File: src/rtl/raster_scan_ctrl.sv
// raster_scan_ctrl: walks one rasterizer across a 32x32 tile and streams per-row coverage masks.
// Optional `COVERAGE_COUNT_EN adds tile_cov/tile_cov_valid (set-bit count per tile).
module raster_scan_ctrl #(
   parameter int FIFO_DEPTH = 32
) (
   input  logic        clk,
   input  logic        rst_n,
   input  logic        job_valid,
   output logic        job_ready,
   input  logic        job_clear,
   input  logic [56:0] job_a,
   input  logic [71:0] job_b,
   input  logic [95:0] job_w,
   output logic [56:0] rast_a,
   output logic [71:0] rast_b,
   output logic [95:0] rast_w,
   output logic        rast_start,
   output logic        rast_enable,
   output logic        rast_clear,
   output logic [4:0]  rast_x,
   output logic [4:0]  rast_y,
   input  logic        rast_pixel,
   input  logic        rast_clear_pixel,
   output logic        row_valid,
   input  logic        row_ready,
   output logic [31:0] row_mask,
   output logic [4:0]  row_y,
   output logic        row_last,
`ifdef COVERAGE_COUNT_EN
   output logic [10:0] tile_cov,
   output logic        tile_cov_valid,
`endif
   output logic        busy
);

   localparam int PW = (FIFO_DEPTH > 1) ? $clog2(FIFO_DEPTH) : 1;
   localparam int CW = $clog2(FIFO_DEPTH + 1);
   localparam logic [CW-1:0] SPACE_LIMIT = CW'(FIFO_DEPTH - 32);
   localparam logic [PW-1:0] LAST_PTR    = PW'(FIFO_DEPTH - 1);

   typedef enum logic [2:0] {S_IDLE, S_WAIT, S_LOAD, S_SCAN, S_DRAIN} state_t;

   state_t        state_reg;
   logic          job_ready_reg;
   logic          rast_start_reg;
   logic          rast_enable_reg;
   logic          rast_clear_reg;
   logic [4:0]    rast_x_reg;
   logic [4:0]    rast_y_reg;
   logic [56:0]   rast_a_reg;
   logic [71:0]   rast_b_reg;
   logic [95:0]   rast_w_reg;

   logic          enable_d_reg;
   logic [4:0]    x_d_reg;
   logic [4:0]    y_d_reg;
   logic [31:0]   mask_reg;
   logic [31:0]   mask_next;
   logic          cap_bit;
   logic          push;
   logic          pop;

   logic [37:0]   fifo_mem [FIFO_DEPTH];
   logic [PW-1:0] wr_ptr_reg;
   logic [PW-1:0] rd_ptr_reg;
   logic [CW-1:0] count_reg;
   logic [37:0]   head;
   logic          space_ok;

   // With one full tile of room the scan can never overflow the FIFO, so SCAN never stalls.
   assign space_ok = (count_reg <= SPACE_LIMIT);

   always_ff @(posedge clk or negedge rst_n) begin
      if (!rst_n) begin
         state_reg       <= S_IDLE;
         job_ready_reg   <= 1'b0;
         rast_start_reg  <= 1'b0;
         rast_enable_reg <= 1'b0;
         rast_clear_reg  <= 1'b0;
         rast_x_reg      <= '0;
         rast_y_reg      <= '0;
         rast_a_reg      <= '0;
         rast_b_reg      <= '0;
         rast_w_reg      <= '0;
      end else begin
         rast_start_reg <= 1'b0;
         case (state_reg)
            S_IDLE: begin
               job_ready_reg <= 1'b1;
               if (job_valid && job_ready_reg) begin
                  rast_a_reg     <= job_a;
                  rast_b_reg     <= job_b;
                  rast_w_reg     <= job_w;
                  rast_clear_reg <= job_clear;
                  job_ready_reg  <= 1'b0;
                  if (space_ok) begin
                     state_reg      <= S_LOAD;
                     rast_start_reg <= 1'b1;
                  end else begin
                     state_reg <= S_WAIT;
                  end
               end
            end
            S_WAIT: begin
               if (space_ok) begin
                  state_reg      <= S_LOAD;
                  rast_start_reg <= 1'b1;
               end
            end
            S_LOAD: begin
               state_reg       <= S_SCAN;
               rast_enable_reg <= 1'b1;
               rast_x_reg      <= '0;
               rast_y_reg      <= '0;
            end
            S_SCAN: begin
               if (rast_x_reg == 5'd31 && rast_y_reg == 5'd31) begin
                  state_reg       <= S_DRAIN;
                  rast_enable_reg <= 1'b0;
                  rast_x_reg      <= '0;
                  rast_y_reg      <= '0;
               end else begin
                  rast_x_reg <= rast_x_reg + 5'd1;
                  if (rast_x_reg == 5'd31)
                     rast_y_reg <= rast_y_reg + 5'd1;
               end
            end
            S_DRAIN: begin
               state_reg     <= S_IDLE;
               job_ready_reg <= 1'b1;
            end
            default: state_reg <= S_IDLE;
         endcase
      end
   end

   // Rasterizer answers one cycle after the drive, so capture against delayed coordinates.
   assign cap_bit = rast_clear_reg ? rast_clear_pixel : rast_pixel;
   assign push    = enable_d_reg && (x_d_reg == 5'd31);

   generate
      for (genvar gi = 0; gi < 32; gi++) begin : g_mask
         assign mask_next[gi] = mask_reg[gi] | (enable_d_reg && cap_bit && (x_d_reg == 5'(gi)));
      end
   endgenerate

   always_ff @(posedge clk or negedge rst_n) begin
      if (!rst_n) begin
         enable_d_reg <= 1'b0;
         x_d_reg      <= '0;
         y_d_reg      <= '0;
         mask_reg     <= '0;
      end else begin
         enable_d_reg <= rast_enable_reg;
         x_d_reg      <= rast_x_reg;
         y_d_reg      <= rast_y_reg;
         if (enable_d_reg)
            mask_reg <= push ? '0 : mask_next;
      end
   end

   assign pop = row_valid && row_ready;

   always_ff @(posedge clk or negedge rst_n) begin
      if (!rst_n) begin
         wr_ptr_reg <= '0;
         rd_ptr_reg <= '0;
         count_reg  <= '0;
      end else begin
         if (push)
            wr_ptr_reg <= (wr_ptr_reg == LAST_PTR) ? '0 : wr_ptr_reg + PW'(1);
         if (pop)
            rd_ptr_reg <= (rd_ptr_reg == LAST_PTR) ? '0 : rd_ptr_reg + PW'(1);
         if (push && !pop)
            count_reg <= count_reg + CW'(1);
         else if (!push && pop)
            count_reg <= count_reg - CW'(1);
      end
   end

   always_ff @(posedge clk) begin
      if (push)
         fifo_mem[wr_ptr_reg] <= {mask_next, y_d_reg, (y_d_reg == 5'd31)};
   end

   // Head is masked while empty so the stream outputs read 0 after reset.
   assign head      = fifo_mem[rd_ptr_reg];
   assign row_valid = (count_reg != '0);
   assign row_mask  = row_valid ? head[37:6] : '0;
   assign row_y     = row_valid ? head[5:1]  : '0;
   assign row_last  = row_valid ? head[0]    : 1'b0;

`ifdef COVERAGE_COUNT_EN
   logic [10:0] cov_reg;

   always_ff @(posedge clk or negedge rst_n) begin
      if (!rst_n)
         cov_reg <= '0;
      else if (state_reg == S_LOAD)
         cov_reg <= '0;
      else if (enable_d_reg && cap_bit)
         cov_reg <= cov_reg + 11'd1;
   end

   // The last pixel lands during DRAIN, so fold it in combinationally for the pulse.
   assign tile_cov       = cov_reg + {10'd0, (enable_d_reg && cap_bit)};
   assign tile_cov_valid = (state_reg == S_DRAIN);
`endif

   assign job_ready   = job_ready_reg;
   assign rast_start  = rast_start_reg;
   assign rast_enable = rast_enable_reg;
   assign rast_clear  = rast_clear_reg;
   assign rast_x      = rast_x_reg;
   assign rast_y      = rast_y_reg;
   assign rast_a      = rast_a_reg;
   assign rast_b      = rast_b_reg;
   assign rast_w      = rast_w_reg;
   assign busy        = (state_reg != S_IDLE) || row_valid;

endmodule

File: config.mk
export PLATFORM = sky130hd
export DESIGN_NAME = raster_scan_ctrl
export DESIGN_NICKNAME = d
export VERILOG_FILES = /design/src/rtl/raster_scan_ctrl.sv
export SDC_FILE = /design/constraint.sdc
export NUM_CORES = 2
export LEC_CHECK = 0
export CAP_MARGIN = 40
export CORE_ASPECT_RATIO = 0.8
export CORE_UTILIZATION = 50
export CTS_CLUSTER_DIAMETER = 200
export CTS_CLUSTER_SIZE = 14
export DETAILED_ROUTE_END_ITERATION = 8
export PLACE_DENSITY = 0.71
export SYNTH_ARGS = -nofsm -noshare
export SYNTH_HDL_FRONTEND = slang
export SYNTH_SLANG_ARGS = --single-unit
File: constraint.sdc
create_clock -name clk -period 3.88 [get_ports clk]
set_input_delay 0.776 -clock clk [delete_from_list [all_inputs] [get_ports clk]]
set_output_delay 0.776 -clock clk [all_outputs]
set_load 0.1 [all_outputs]
==> results.toml <==
[layout]
fin_area_um2 = 77300
fin_util = 0.674
areaGrowthSynthToFinish_pct = 33.6
drive_above_1_share = 0.334
layout_commonest_cell = "edfxtp_1"
largest_register_ffs = 1216
layout_common_cells = "edfxtp_1, clkdlybuf4s50_1, dfrtp_1, mux4_2, mux2_2"
final_nets = 4024

[power_and_ir_drop]
p_sw_w = 0.0205
p_leak_nw = 27.5
p_seq_frac = 0.362
irDropWorstVdd_v = 0.000640
combPwrFrac = 0.433
total_power_w = 0.0557
power.density_nw_per_um2 = 720
swShare = 0.369
internal_power_w = 0.0351
clkPwrFrac = 0.205

[clocking]
cts_sinks = 1517
cts_tree = "done"
cts_buffers = 118
clkLatencyLatePin_ns = 0.77
htreeDepth = 3
clk_pin_slew_ns = 0.07
clk_path_buf_depth = 3
root_buffer = "clkbuf_16"

[synth]
synth_cells = 2842
ys_warn_count = 0
async_flop_share = 0.198
synth_top_flop_cell = "edfxtp_1"
ys_seq_area_frac = 0.761
synth_edf_count = 1216
syn_nets = 3091
synth-seq-cells = 1517
synth_cell_type_count = 55
netlist_area_um2 = 57900
synth_area_per_cell_um2 = 20.4

[die]
die_area_um2 = 117000
core_um2 = 115000
start_util = 0.505
fp.dieH_um = 306
die_width_um = 382
rows = 111
ios = 511

[placement]
hpwl_mm = 114
gp_congestion = 0.954
placed_area_um2 = 71600
io_buffers = 510

[setup_path]
cp-endpoint = "row_mask[20]"
crit_path_start_kind = "register"
r2r_start = "x_d_reg[3]$_DFF_PN0_"
cp_slowest_cell = "mux4_2"
arrival_ns = 3.12
end_kind = "primary output"
timing.rr.end = "fifo_mem[23][7]$_DFFE_PP_"
worstRegToRegCells = 6
critPathMaxStageDelay_ns = 0.53
r2r_slack_ns = 0.59
required_ns = 3.10
path_class = "register to primary output"
crit_start = "rd_ptr_reg[0]$_DFFE_PN0P_"
critPathMostFrequentCell = "buf_12"
crit_chain = "buf_8 > buf_12 > mux4_2 > a22o_1 > a211oi_4 > nor3_4 > buf_12"
path_max_fanout = 13

[global_routing]
antenna_found_initial = 29
grt_pass1_vias = 34609
track_usage = 0.314
gr-total-overflow = 0
grt_pass1_wl_mm = 258
grt_start_max_net_pins = 97

[sta]
worstMarginPinSlew_ns = 0.979
fin_crit_ns = 3.90
rsz0062_at_grt = "true"
finalClockSkew_ns = 0.0309
fmax_ghz = 0.257
fin_crit_sh = 1.00
setup_viol_count_final = 1
setup_slack_ns = -0.0174
finalHoldViolations = 0
slew_viol_final = 0
maxSlewHeadroom = 0.347

[route]
vias = 33657
drtAntennaViolNets = 0
drt_first_pass_iters = 6
drtIter0Drc = 4420
wl_per_cell_um = 34.0
drc = 0
drt-total-wl_mm = 184
vias_per_cell = 6.23

[job]
maxCapViolations = 0

[worst_hold_path]
holdPathStages = 0
worst_hold_path_type = "register to register"

[run_status]
status = "finished with violations"
violations = "negative setup slack"
## timing repair
action,CTS,global route
gates cloned,11,2
setup buffers,56,14
endpoints found under the setup margin,38,36
gates resized for setup,198,28
hold endpoints to repair,44,0
pin swaps,41,19
hold buffers,1,0
## power groups by stage
stage	Combinational (W)	Sequential, W	Clock, W
after floorplan	0.0111	0.0219	0
after global placement	0.0192	0.0206	0
after detailed placement	0.0209	0.0205	0
after CTS	0.0235	0.0202	0.0115
after global routing	0.0249	0.0202	0.0121
final	0.0241	0.0201	0.0114
## critical path: cells and delay by family, from the launching register on
family | cells | cell delay (ns)
buffers and inverters | 3 | 0.61
AND/OR/NAND/NOR | 1 | 0.11
flip-flops | 1 | 0.45
AO/OA/AOI/OAI | 2 | 0.65
multiplexers | 1 | 0.53
## logic make-up (layout without fill, tap and decap cells)
logic type / Yosys count / in the layout / synth area share
AOI/OAI and AO/OA: 303 / 303 / 0.0409
xor gates and xnor gates: 4 / 4 / 0.000605
adders and majority gates: 17 / 17 / 0.00380
buffers and inverters: 171 / 1190 / 0.0141
DFF: 1517 / 1517 / 0.761
muxes: 612 / 612 / 0.160
other: 0 / 19 / 0
and+or+nand+nor: 218 / 218 / 0.0192
## worst min-delay path by stage
stage | startpoint | to | slack (ns)
after floorplan | count_reg[5]$_DFFE_PN0P_ | count_reg[5]$_DFFE_PN0P_ | 0.43
after global placement | rast_enable$_DFFE_PN0P_ | enable_d_reg$_DFF_PN0_ | 0.42
after detailed placement | rast_enable$_DFFE_PN0P_ | enable_d_reg$_DFF_PN0_ | 0.42
after CTS | rast_enable$_DFFE_PN0P_ | enable_d_reg$_DFF_PN0_ | 0.45
after global routing | rast_enable$_DFFE_PN0P_ | enable_d_reg$_DFF_PN0_ | 0.47
final | rast_enable$_DFFE_PN0P_ | enable_d_reg$_DFF_PN0_ | 0.45
## layer usage
layer	wire length (um)	track usage	share of wire
met1	71300	0.443	0.39
met2	84900	0.481	0.46
met3	20100	0.0729	0.11
met4	7680	0.117	0.042
met5	46	0	0.00025
## synth_stat cells (11+ instances only)
master     instances  share of area
o21ai_0           16         0.0014
a22o_1            76          0.012
nor3_1            41         0.0035
buf_4             13         0.0017
clkbuf_1          77         0.0050
mux2i_1          153          0.026
mux2_2           230          0.045
a21o_1            31         0.0040
ha_1              16         0.0035
nand2_1           37         0.0024
edfxtp_1        1216           0.63
buf_1             11        0.00071
buf_2             53         0.0046
o22ai_1           39         0.0042
o221ai_1          37         0.0056
nor2_1            50         0.0032
a211oi_1          38         0.0049
mux4_2           229          0.089
a2111oi_0         38         0.0058
dfrtp_1          301           0.13
and2_1            35         0.0038
nand3_1           11        0.00095
## area by class of cell
cell class / count / area [um^2]
multi-input cells: 1154 / 14400
flip-flops and latches: 1517 / 44100
well taps: 1525 / 1910
clock inverters: 7 / 160
clock buffers: 199 / 3280
diodes: 19 / 47.5
repair buffers: 975 / 13400
inverters: 9 / 33.8
fillers: 7087 / 37400
## through the flow
step / setup WS [ns] / instances / TNS (ns) / hold slack [ns]
4_1_cts: -0.0486 / 5367 / -0.493 / 0.452
3_5_place_dp: 0.339 / 5093 / 0 / 0.415
6_report: -0.0174 / 5405 / -0.0174 / 0.447
3_3_place_gp: 0.367 / 4880 / 0 / 0.418
5_1_grt: -0.0862 / 5404 / -1.20 / 0.472
2_1_floorplan: 0.338 / 2842 / 0 / 0.434
Note: power is estimated with default switching activity, not from simulation.
